`src/rtl/prog_loader_if.sv`:
```
// Host word stream and instruction-memory write port of the program loader.
// master: the host side (drives words, sees ready and the write port).
// slave : the loader (accepts words, drives ready and the write port).
interface prog_loader_if #(
    parameter int unsigned AW = 8
);
    logic          in_valid;
    logic [15:0]   in_data;
    logic          in_ready;
    logic          ext_we;
    logic [AW-1:0] ext_addr;
    logic [15:0]   ext_data;

    modport master (
        output in_valid, in_data,
        input  in_ready, ext_we, ext_addr, ext_data
    );

    modport slave (
        input  in_valid, in_data,
        output in_ready, ext_we, ext_addr, ext_data
    );
endinterface

```
`src/rtl/prog_loader.sv`:
```
// Program loader for the 16-bit RISC core: streams host words into the core's
// instruction memory, holds the core in reset while loading, releases it after
// RST_HOLD cycles and waits for the core's done flag.
// Optional run-time watchdog is compiled in with the WATCHDOG_EN macro; it adds
// the wdt_trip output port. WDT_CYCLES is assumed to be at least 1.
//
// state  | meaning
// -------+------------------------------------------------------------
// IDLE   | core held in reset, waiting for start
// LOAD   | accepting host words, one write per accepted word
// HOLD   | halt word written, core still in reset for RST_HOLD cycles
// RUN    | core released, waiting for cpu_done (or watchdog expiry)
// DONE   | core halted, reset kept released so its outputs stay visible
module prog_loader #(
    parameter int unsigned AW         = 8,
    parameter int unsigned RST_HOLD   = 9,
    parameter logic [15:0] HLT_WORD   = 16'hE001,
    parameter int unsigned WDT_CYCLES = 100000
) (
    input  logic          clk,
    input  logic          PC_rst,
    input  logic          start,
    prog_loader_if.slave  bus,
    input  logic          cpu_done,
    output logic          cpu_rst_n,
    output logic          busy,
    output logic          finished,
    output logic          load_err,
    output logic [AW:0]   word_count
`ifdef WATCHDOG_EN
    ,
    output logic          wdt_trip
`endif
);

    typedef enum logic [2:0] {
        S_IDLE,
        S_LOAD,
        S_HOLD,
        S_RUN,
        S_DONE
    } state_t;

    // One down-counter serves both the reset hold and the watchdog, so it is
    // sized for the longer of the two intervals.
    localparam int unsigned TMAX = (RST_HOLD > WDT_CYCLES) ? RST_HOLD : WDT_CYCLES;
    localparam int unsigned TW   = $clog2(TMAX + 1);
    localparam logic [AW:0] CAP  = {1'b1, {AW{1'b0}}};

    state_t        state_q;
    logic [AW-1:0] addr_q;
    logic [TW-1:0] tmr_q;
    logic          in_ready_q;
    logic          ext_we_q;
    logic [AW-1:0] ext_addr_q;
    logic [15:0]   ext_data_q;
    logic          cpu_rst_n_q;
    logic          busy_q;
    logic          finished_q;
    logic          load_err_q;
    logic [AW:0]   word_count_q;
`ifdef WATCHDOG_EN
    logic          wdt_trip_q;
`endif

    logic          accept;
    assign accept = bus.in_valid & in_ready_q;

    // Sequencer: state and every output are registered together so each output
    // changes on the same edge as the state that defines it.
    always_ff @(posedge clk or negedge PC_rst) begin
        if (!PC_rst) begin
            state_q      <= S_IDLE;
            addr_q       <= '0;
            tmr_q        <= '0;
            in_ready_q   <= 1'b0;
            ext_we_q     <= 1'b0;
            ext_addr_q   <= '0;
            ext_data_q   <= '0;
            cpu_rst_n_q  <= 1'b0;
            busy_q       <= 1'b0;
            finished_q   <= 1'b0;
            load_err_q   <= 1'b0;
            word_count_q <= '0;
`ifdef WATCHDOG_EN
            wdt_trip_q   <= 1'b0;
`endif
        end else begin
            ext_we_q <= 1'b0;
            case (state_q)
                S_IDLE, S_DONE: begin
                    if (start) begin
                        state_q      <= S_LOAD;
                        addr_q       <= '0;
                        word_count_q <= '0;
                        load_err_q   <= 1'b0;
                        in_ready_q   <= 1'b1;
                        cpu_rst_n_q  <= 1'b0;
                        busy_q       <= 1'b1;
                        finished_q   <= 1'b0;
`ifdef WATCHDOG_EN
                        wdt_trip_q   <= 1'b0;
`endif
                    end
                end
                S_LOAD: begin
                    if (accept) begin
                        ext_we_q   <= 1'b1;
                        ext_data_q <= bus.in_data;
                        ext_addr_q <= addr_q;
                        addr_q     <= addr_q + 1'b1;
                        if (word_count_q != CAP) begin
                            word_count_q <= word_count_q + 1'b1;
                        end
                        // Halt word takes priority: a halt landing in the last
                        // free slot is a complete program, not an overflow.
                        if (bus.in_data == HLT_WORD) begin
                            state_q    <= S_HOLD;
                            in_ready_q <= 1'b0;
                            tmr_q      <= TW'(RST_HOLD);
                        end else if (word_count_q == CAP - 1'b1) begin
                            state_q    <= S_IDLE;
                            in_ready_q <= 1'b0;
                            load_err_q <= 1'b1;
                            busy_q     <= 1'b0;
                        end
                    end
                end
                S_HOLD: begin
                    // The write cycle itself is not counted: the core sees
                    // RST_HOLD further reset cycles after its last word lands.
                    if (tmr_q == '0) begin
                        state_q     <= S_RUN;
                        cpu_rst_n_q <= 1'b1;
`ifdef WATCHDOG_EN
                        tmr_q       <= TW'(WDT_CYCLES);
`endif
                    end else begin
                        tmr_q <= tmr_q - 1'b1;
                    end
                end
                S_RUN: begin
                    if (cpu_done) begin
                        state_q    <= S_DONE;
                        finished_q <= 1'b1;
                        busy_q     <= 1'b0;
                    end
`ifdef WATCHDOG_EN
                    else if (tmr_q <= TW'(1)) begin
                        state_q     <= S_IDLE;
                        cpu_rst_n_q <= 1'b0;
                        busy_q      <= 1'b0;
                        wdt_trip_q  <= 1'b1;
                    end else begin
                        tmr_q <= tmr_q - 1'b1;
                    end
`endif
                end
                default: begin
                    state_q <= S_IDLE;
                end
            endcase
        end
    end

    assign bus.in_ready = in_ready_q;
    assign bus.ext_we   = ext_we_q;
    assign bus.ext_addr = ext_addr_q;
    assign bus.ext_data = ext_data_q;
    assign cpu_rst_n    = cpu_rst_n_q;
    assign busy         = busy_q;
    assign finished     = finished_q;
    assign load_err     = load_err_q;
    assign word_count   = word_count_q;
`ifdef WATCHDOG_EN
    assign wdt_trip     = wdt_trip_q;
`endif

endmodule

```
`src/flat_wrapper.sv`:
```
// flat-port wrapper written by rule: the top's interface ports become plain ports
module prog_loader_flat 
#(
    parameter int unsigned AW         = 8,
    parameter int unsigned RST_HOLD   = 9,
    parameter logic [15:0] HLT_WORD   = 16'hE001,
    parameter int unsigned WDT_CYCLES = 100000
)
  (clk, PC_rst, start, cpu_done, cpu_rst_n, busy, finished, load_err, word_count, bus_in_valid, bus_in_data, bus_in_ready, bus_ext_we, bus_ext_addr, bus_ext_data);
  prog_loader_if #(.AW(AW)) bus_i ();
  input  logic clk;
  input  logic PC_rst;
  input  logic start;
  input  logic cpu_done;
  output logic cpu_rst_n;
  output logic busy;
  output logic finished;
  output logic load_err;
  output logic [AW:0] word_count;
  input wire logic [$bits(bus_i.in_valid)-1:0] bus_in_valid;
  input wire logic [$bits(bus_i.in_data)-1:0] bus_in_data;
  output wire logic [$bits(bus_i.in_ready)-1:0] bus_in_ready;
  output wire logic [$bits(bus_i.ext_we)-1:0] bus_ext_we;
  output wire logic [$bits(bus_i.ext_addr)-1:0] bus_ext_addr;
  output wire logic [$bits(bus_i.ext_data)-1:0] bus_ext_data;
  assign bus_i.in_valid = bus_in_valid;
  assign bus_i.in_data = bus_in_data;
  assign bus_in_ready = bus_i.in_ready;
  assign bus_ext_we = bus_i.ext_we;
  assign bus_ext_addr = bus_i.ext_addr;
  assign bus_ext_data = bus_i.ext_data;
  prog_loader #(.AW(AW), .RST_HOLD(RST_HOLD), .HLT_WORD(HLT_WORD), .WDT_CYCLES(WDT_CYCLES)) u_core (.clk(clk), .PC_rst(PC_rst), .start(start), .bus(bus_i), .cpu_done(cpu_done), .cpu_rst_n(cpu_rst_n), .busy(busy), .finished(finished), .load_err(load_err), .word_count(word_count));
endmodule
```
`config.mk`:
```
export PLATFORM = sky130hd
export DESIGN_NAME = prog_loader_flat
export DESIGN_NICKNAME = d
export VERILOG_FILES = /design/src/rtl/prog_loader_if.sv /design/src/rtl/prog_loader.sv /design/src/flat_wrapper.sv
export SDC_FILE = /design/constraint.sdc
export NUM_CORES = 1
export LEC_CHECK = 0
export CAP_MARGIN = 20
export CORE_MARGIN = 5
export CORE_UTILIZATION = 52
export DETAILED_ROUTE_END_ITERATION = 12
export GPL_ROUTABILITY_DRIVEN = 1
export PLACE_DENSITY = 0.79
export SYNTH_ARGS = -nofsm -noshare
export SYNTH_HDL_FRONTEND = slang
export SYNTH_SLANG_ARGS = --single-unit
```
`constraint.sdc`:
```
create_clock -name clk -period 2.85 [get_ports clk]
set_input_delay 0.285 -clock clk [delete_from_list [all_inputs] [get_ports clk]]
set_output_delay 0.285 -clock clk [all_outputs]
set_load 0.05 [all_outputs]
```
==> tab_implementation.tex <==
\begin{tabular}{lr}
\hline
Metric & Value \\
\hline
\multicolumn{2}{l}{\textbf{Power}} \\
Power density over the cells & 713 mW/mm\^{}2 \\
Int Power & 0.00192 W \\
Switching Share & 0.363 \\
Relative contribution of the clock network to total power & 0.305 \\
Combinational share of power & 0.297 \\
Switching power & 0.00109 W \\
Standby leakage power & a little under 2 nW \\
VDD IR-drop max & between 0.0005 and 0.0006 V \\
Power after layout & between 0.003 and 0.004 W \\
Sequential share of power & 0.398 \\
\multicolumn{2}{l}{\textbf{Logic synthesis}} \\
Most common flop cell mapped by yosys & dfrtp\_1 \\
Cell count after synthesis & 365 \\
Synthesized netlist net count & 391 \\
Number of distinct library cells after synthesis & 40 \\
Part of the Yosys area used for sequential elements & 0.513 \\
Number of enable flip-flop cells after synthesis & 0 \\
Post-synthesis cell area & 0.00327 sq mm \\
Ys Warns & 0 \\
Syn\_area\_per\_cell & just under 9 sq um \\
Post-synthesis register bit count & 67 \\
Fraction of registers with async set/reset & 1.00 \\
\multicolumn{2}{l}{\textbf{GRT}} \\
Number of antenna violations at the first check in global routing & 0 \\
Total overflow reported by the global router & 0 \\
First-pass GRT wire length & 13,300 um \\
Largest net degree at the start of global routing & 29 \\
Number of global-route vias before repair & about 2,900 \\
Global Route Usage Sum & 0.217 \\
\multicolumn{2}{l}{\textbf{Clocking}} \\
Post-CTS repair timing setup buffer count & 0 \\
Hold buffer count at cts & 1 \\
H-tree depth & 3 \\
Number of clock sinks seen by CTS & 67 \\
Number of clock buffers inserted by TritonCTS & 9 \\
TritonCTS clock tree & built \\
Reg clk slew, reported paths & about 80 ps \\
Maximum buffer depth of the clock tree & 2 \\
Resized cells post-CTS & 0 \\
Clock insertion delay at the later pin of the skew report & 350 ps \\
CTS Root Cell & clkbuf\_8 \\
\multicolumn{2}{l}{\textbf{Layout}} \\
Layout net count & 460 \\
Highest-count cells in the layout ignoring fill and taps & nand2\_1 (101), dfrtp\_1 (67), clkdlybuf4s50\_1 (58) \\
Design Area, Final & 0.00423 sq mm \\
Area growth from synthesis to final layout & 29.5\% \\
Fraction of layout instances using a drive strength above 1 & 0.0866 \\
Post-layout instance count excluding filler cells & 514 \\
Most common cell after layout, fill and taps aside & nand2\_1 \\
Fill count & 456 \\
Number of antenna repair diodes & 0 \\
\multicolumn{2}{l}{\textbf{Timing}} \\
Relative slew margins & 0.511 \\
Fmax & 391 MHz \\
Least-Margin Pin Slew & roughly 730 ps \\
Minimum clock period & 2560 ps \\
Pins Over Slew Limit & 0 \\
Final worst-path cycle share & 0.897 \\
Maximum clock skew at final layout & 7.36 ps \\
Crit path setup slack, layout & 294 ps \\
Number of setup violations in the final report & 0 \\
Final hold viol count & 0 \\
Sum Neg Setup Slack & 0 ps \\
Unrepaired setup endpoints after global routing & false \\
\multicolumn{2}{l}{\textbf{Route}} \\
Count of nets left with antenna violations after detail routing & 0 \\
Number of DRC markers after the initial detailed-route iteration & about 150 \\
Final routed wire length divided by cell count & between 15 and 20 um \\
Post-DR vias/cell & about 5.7 \\
Number of DRC violations after detailed routing & 0 \\
Iteration count of the initial detailed-routing pass & 5 \\
Total Routed Length & 7970 um \\
Vias & 2,952 \\
\multicolumn{2}{l}{\textbf{Setup path}} \\
Setup CP Type & reg2reg \\
Critical path capture point type & register \\
Required time of the critical path & around 3100 ps \\
Number of cell instances on the worst register-to-register path & 7 \\
Critical-path maximum fanout & 5 \\
Worst path arrival time & approximately 2800 ps \\
Minimum setup slack among reg-to-reg paths & 290 ps \\
Type of origin of the critical path & register \\
Worst path most repeated cell & or4\_1 \\
Reg-to-Reg Start & u\_core.tmr\_q[0]\$\_DFFE\_PN0P\_ \\
List of cells traversed by the critical path & inv\_1 > ha\_1 > or3b\_2 > a211o\_1 > or4\_1 > or4\_1 > a21oi\_1 \\
Crit path largest cell delay & roughly 500 ps \\
Reg-to-reg endpoint & u\_core.tmr\_q[14]\$\_DFFE\_PN0P\_ \\
Cell at the slowest stage of the critical path & or3b\_2 \\
\multicolumn{2}{l}{\textbf{Floorplan}} \\
Floorplan die height & just under 90 um \\
Horizontal extent of the die & 89.2 um \\
Number of rows created at floorplan & 28 \\
Initial Util & 0.542 \\
Core ar. & 0.00603 sq mm \\
Total die area & 0.00796 sq mm \\
I/O pin cnt & 60 \\
\multicolumn{2}{l}{\textbf{Placement}} \\
Post-Place Setup Slack & 260 ps \\
Total half-perimeter wirelength after legalization and detailed placement & 5800 um \\
Number of cells after detailed placement & 497 \\
Global placement routability congestion & 0.846 \\
Placed Area & 0.00398 sq mm \\
Count of input and output buffers & 59 \\
\multicolumn{2}{l}{\textbf{Min path}} \\
Type of the tightest min-delay check & in2async \\
\multicolumn{2}{l}{\textbf{Outcome}} \\
Outcome & completed \\
\multicolumn{2}{l}{\textbf{Job}} \\
Max cap viols & 0 \\
\hline
\end{tabular}
-- kinds of logic (layout without fill, tap and decap cells) --
family / count (synthesis) / in the layout / synth area share
AO/OA/AOI/OAI: 60 / 60 / 0.112
XOR/XNOR: 10 / 10 / 0.0268
adder cells (fa/ha/maj): 5 / 5 / 0.0192
buffers and inverters: 24 / 98 / 0.0284
flip-flops: 67 / 67 / 0.513
multiplexers: 1 / 1 / 0.00307
AND/OR/NAND/NOR: 198 / 198 / 0.298
-- cell type report --
class	count	area [sq um]	area share
well taps	75	93.8	0.0222
clock inverters	5	85.1	0.0201
flip-flops and latches	67	1680	0.396
clock buffers	11	151	0.0358
inverters	9	33.8	0.00799
repair buffers	73	693	0.164
multi-input cells	274	1500	0.354
-- power by group through the flow --
stage	combinational [W]	sequential (W)	clock (W)
after CTS	0.000905	0.00120	0.000923
final	0.000895	0.00120	0.000919
after global placement	0.000887	0.00121	0
after detailed placement	0.000898	0.00122	0
after global routing	0.000959	0.00122	0.000970
after floorplan	0.000210	0.00156	0
-- worst max path at each step --
stage                                start                      endpoint  slack (ps)  cells after the start
2_1_floorplan  u_core.tmr_q[0]$_DFFE_PN0P_  u_core.tmr_q[14]$_DFFE_PN0P_         510                      7
3_3_place_gp                bus_in_data[3]   u_core.tmr_q[5]$_DFFE_PN0P_         350                      7
3_5_place_dp                bus_in_data[3]  u_core.tmr_q[11]$_DFFE_PN0P_         260                      7
4_1_cts        u_core.tmr_q[0]$_DFFE_PN0P_  u_core.tmr_q[14]$_DFFE_PN0P_         310                      7
5_1_grt        u_core.tmr_q[0]$_DFFE_PN0P_  u_core.tmr_q[14]$_DFFE_PN0P_         180                      7
6_report       u_core.tmr_q[0]$_DFFE_PN0P_  u_core.tmr_q[14]$_DFFE_PN0P_         290                      7
-- synth_stat cells, drive strengths merged, types with 2 or more instances --
master,number,share of area
ha,5,0.019
or4,17,0.040
nor4b,3,0.0080
or3b,3,0.0080
o21ai,20,0.031
dfrtp,67,0.51
nand4,7,0.013
clkbuf,13,0.015
and4,2,0.0054
xor2,7,0.019
nor3b,4,0.011
a31oi,2,0.0038
nor4,6,0.011
or3,3,0.0057
nor3,5,0.0077
nor4bb,3,0.0092
and3,2,0.0038
buf,2,0.0031
nand2,101,0.12
a21oi,18,0.028
o31ai,12,0.028
inv,9,0.010
nand3,9,0.014
or2,2,0.0038
nand2b,4,0.0077
xnor2,3,0.0080
nor2,25,0.029
-- per-stage QoR --
step / hold slack, ps / util
global placement: 270 / 0.661
floorplan: -10.6 / -
finish: 409 / 0.702
global route: 460 / 0.702
detailed placement: 257 / 0.661
CTS: 432 / 0.702
-- metal layers --
layer	vias to the layer above	global-route usage	routed length, um
met1	1437	0.271	3480
li1	1430	-	-
met3	11	0.0562	381
met2	74	0.354	3990
met5	-	0	0
met4	0	0.0934	114
-- sequential cells by signal, summed over array words and instances (netlist names) --
register and count:
u_core.bus.ext_data 16, u_core.busy 1, u_core.tmr_q 17, u_core.finished 1, u_core.cpu_rst_n 1, u_core.word_count 9
u_core.bus.ext_addr 8, u_core.bus.in_ready 1, u_core.addr_q 8, u_core.state_q 3, u_core.load_err 1, u_core.bus.ext_we 1
-- critical path: cells and delay by family (launching register included) --
family	cells	cell delay, ps
simple gates	3	1350
compound gates	2	470
flops	1	410
fa+ha+maj	1	180
buf+inv	1	70
Power figures use the tool's default switching activity.
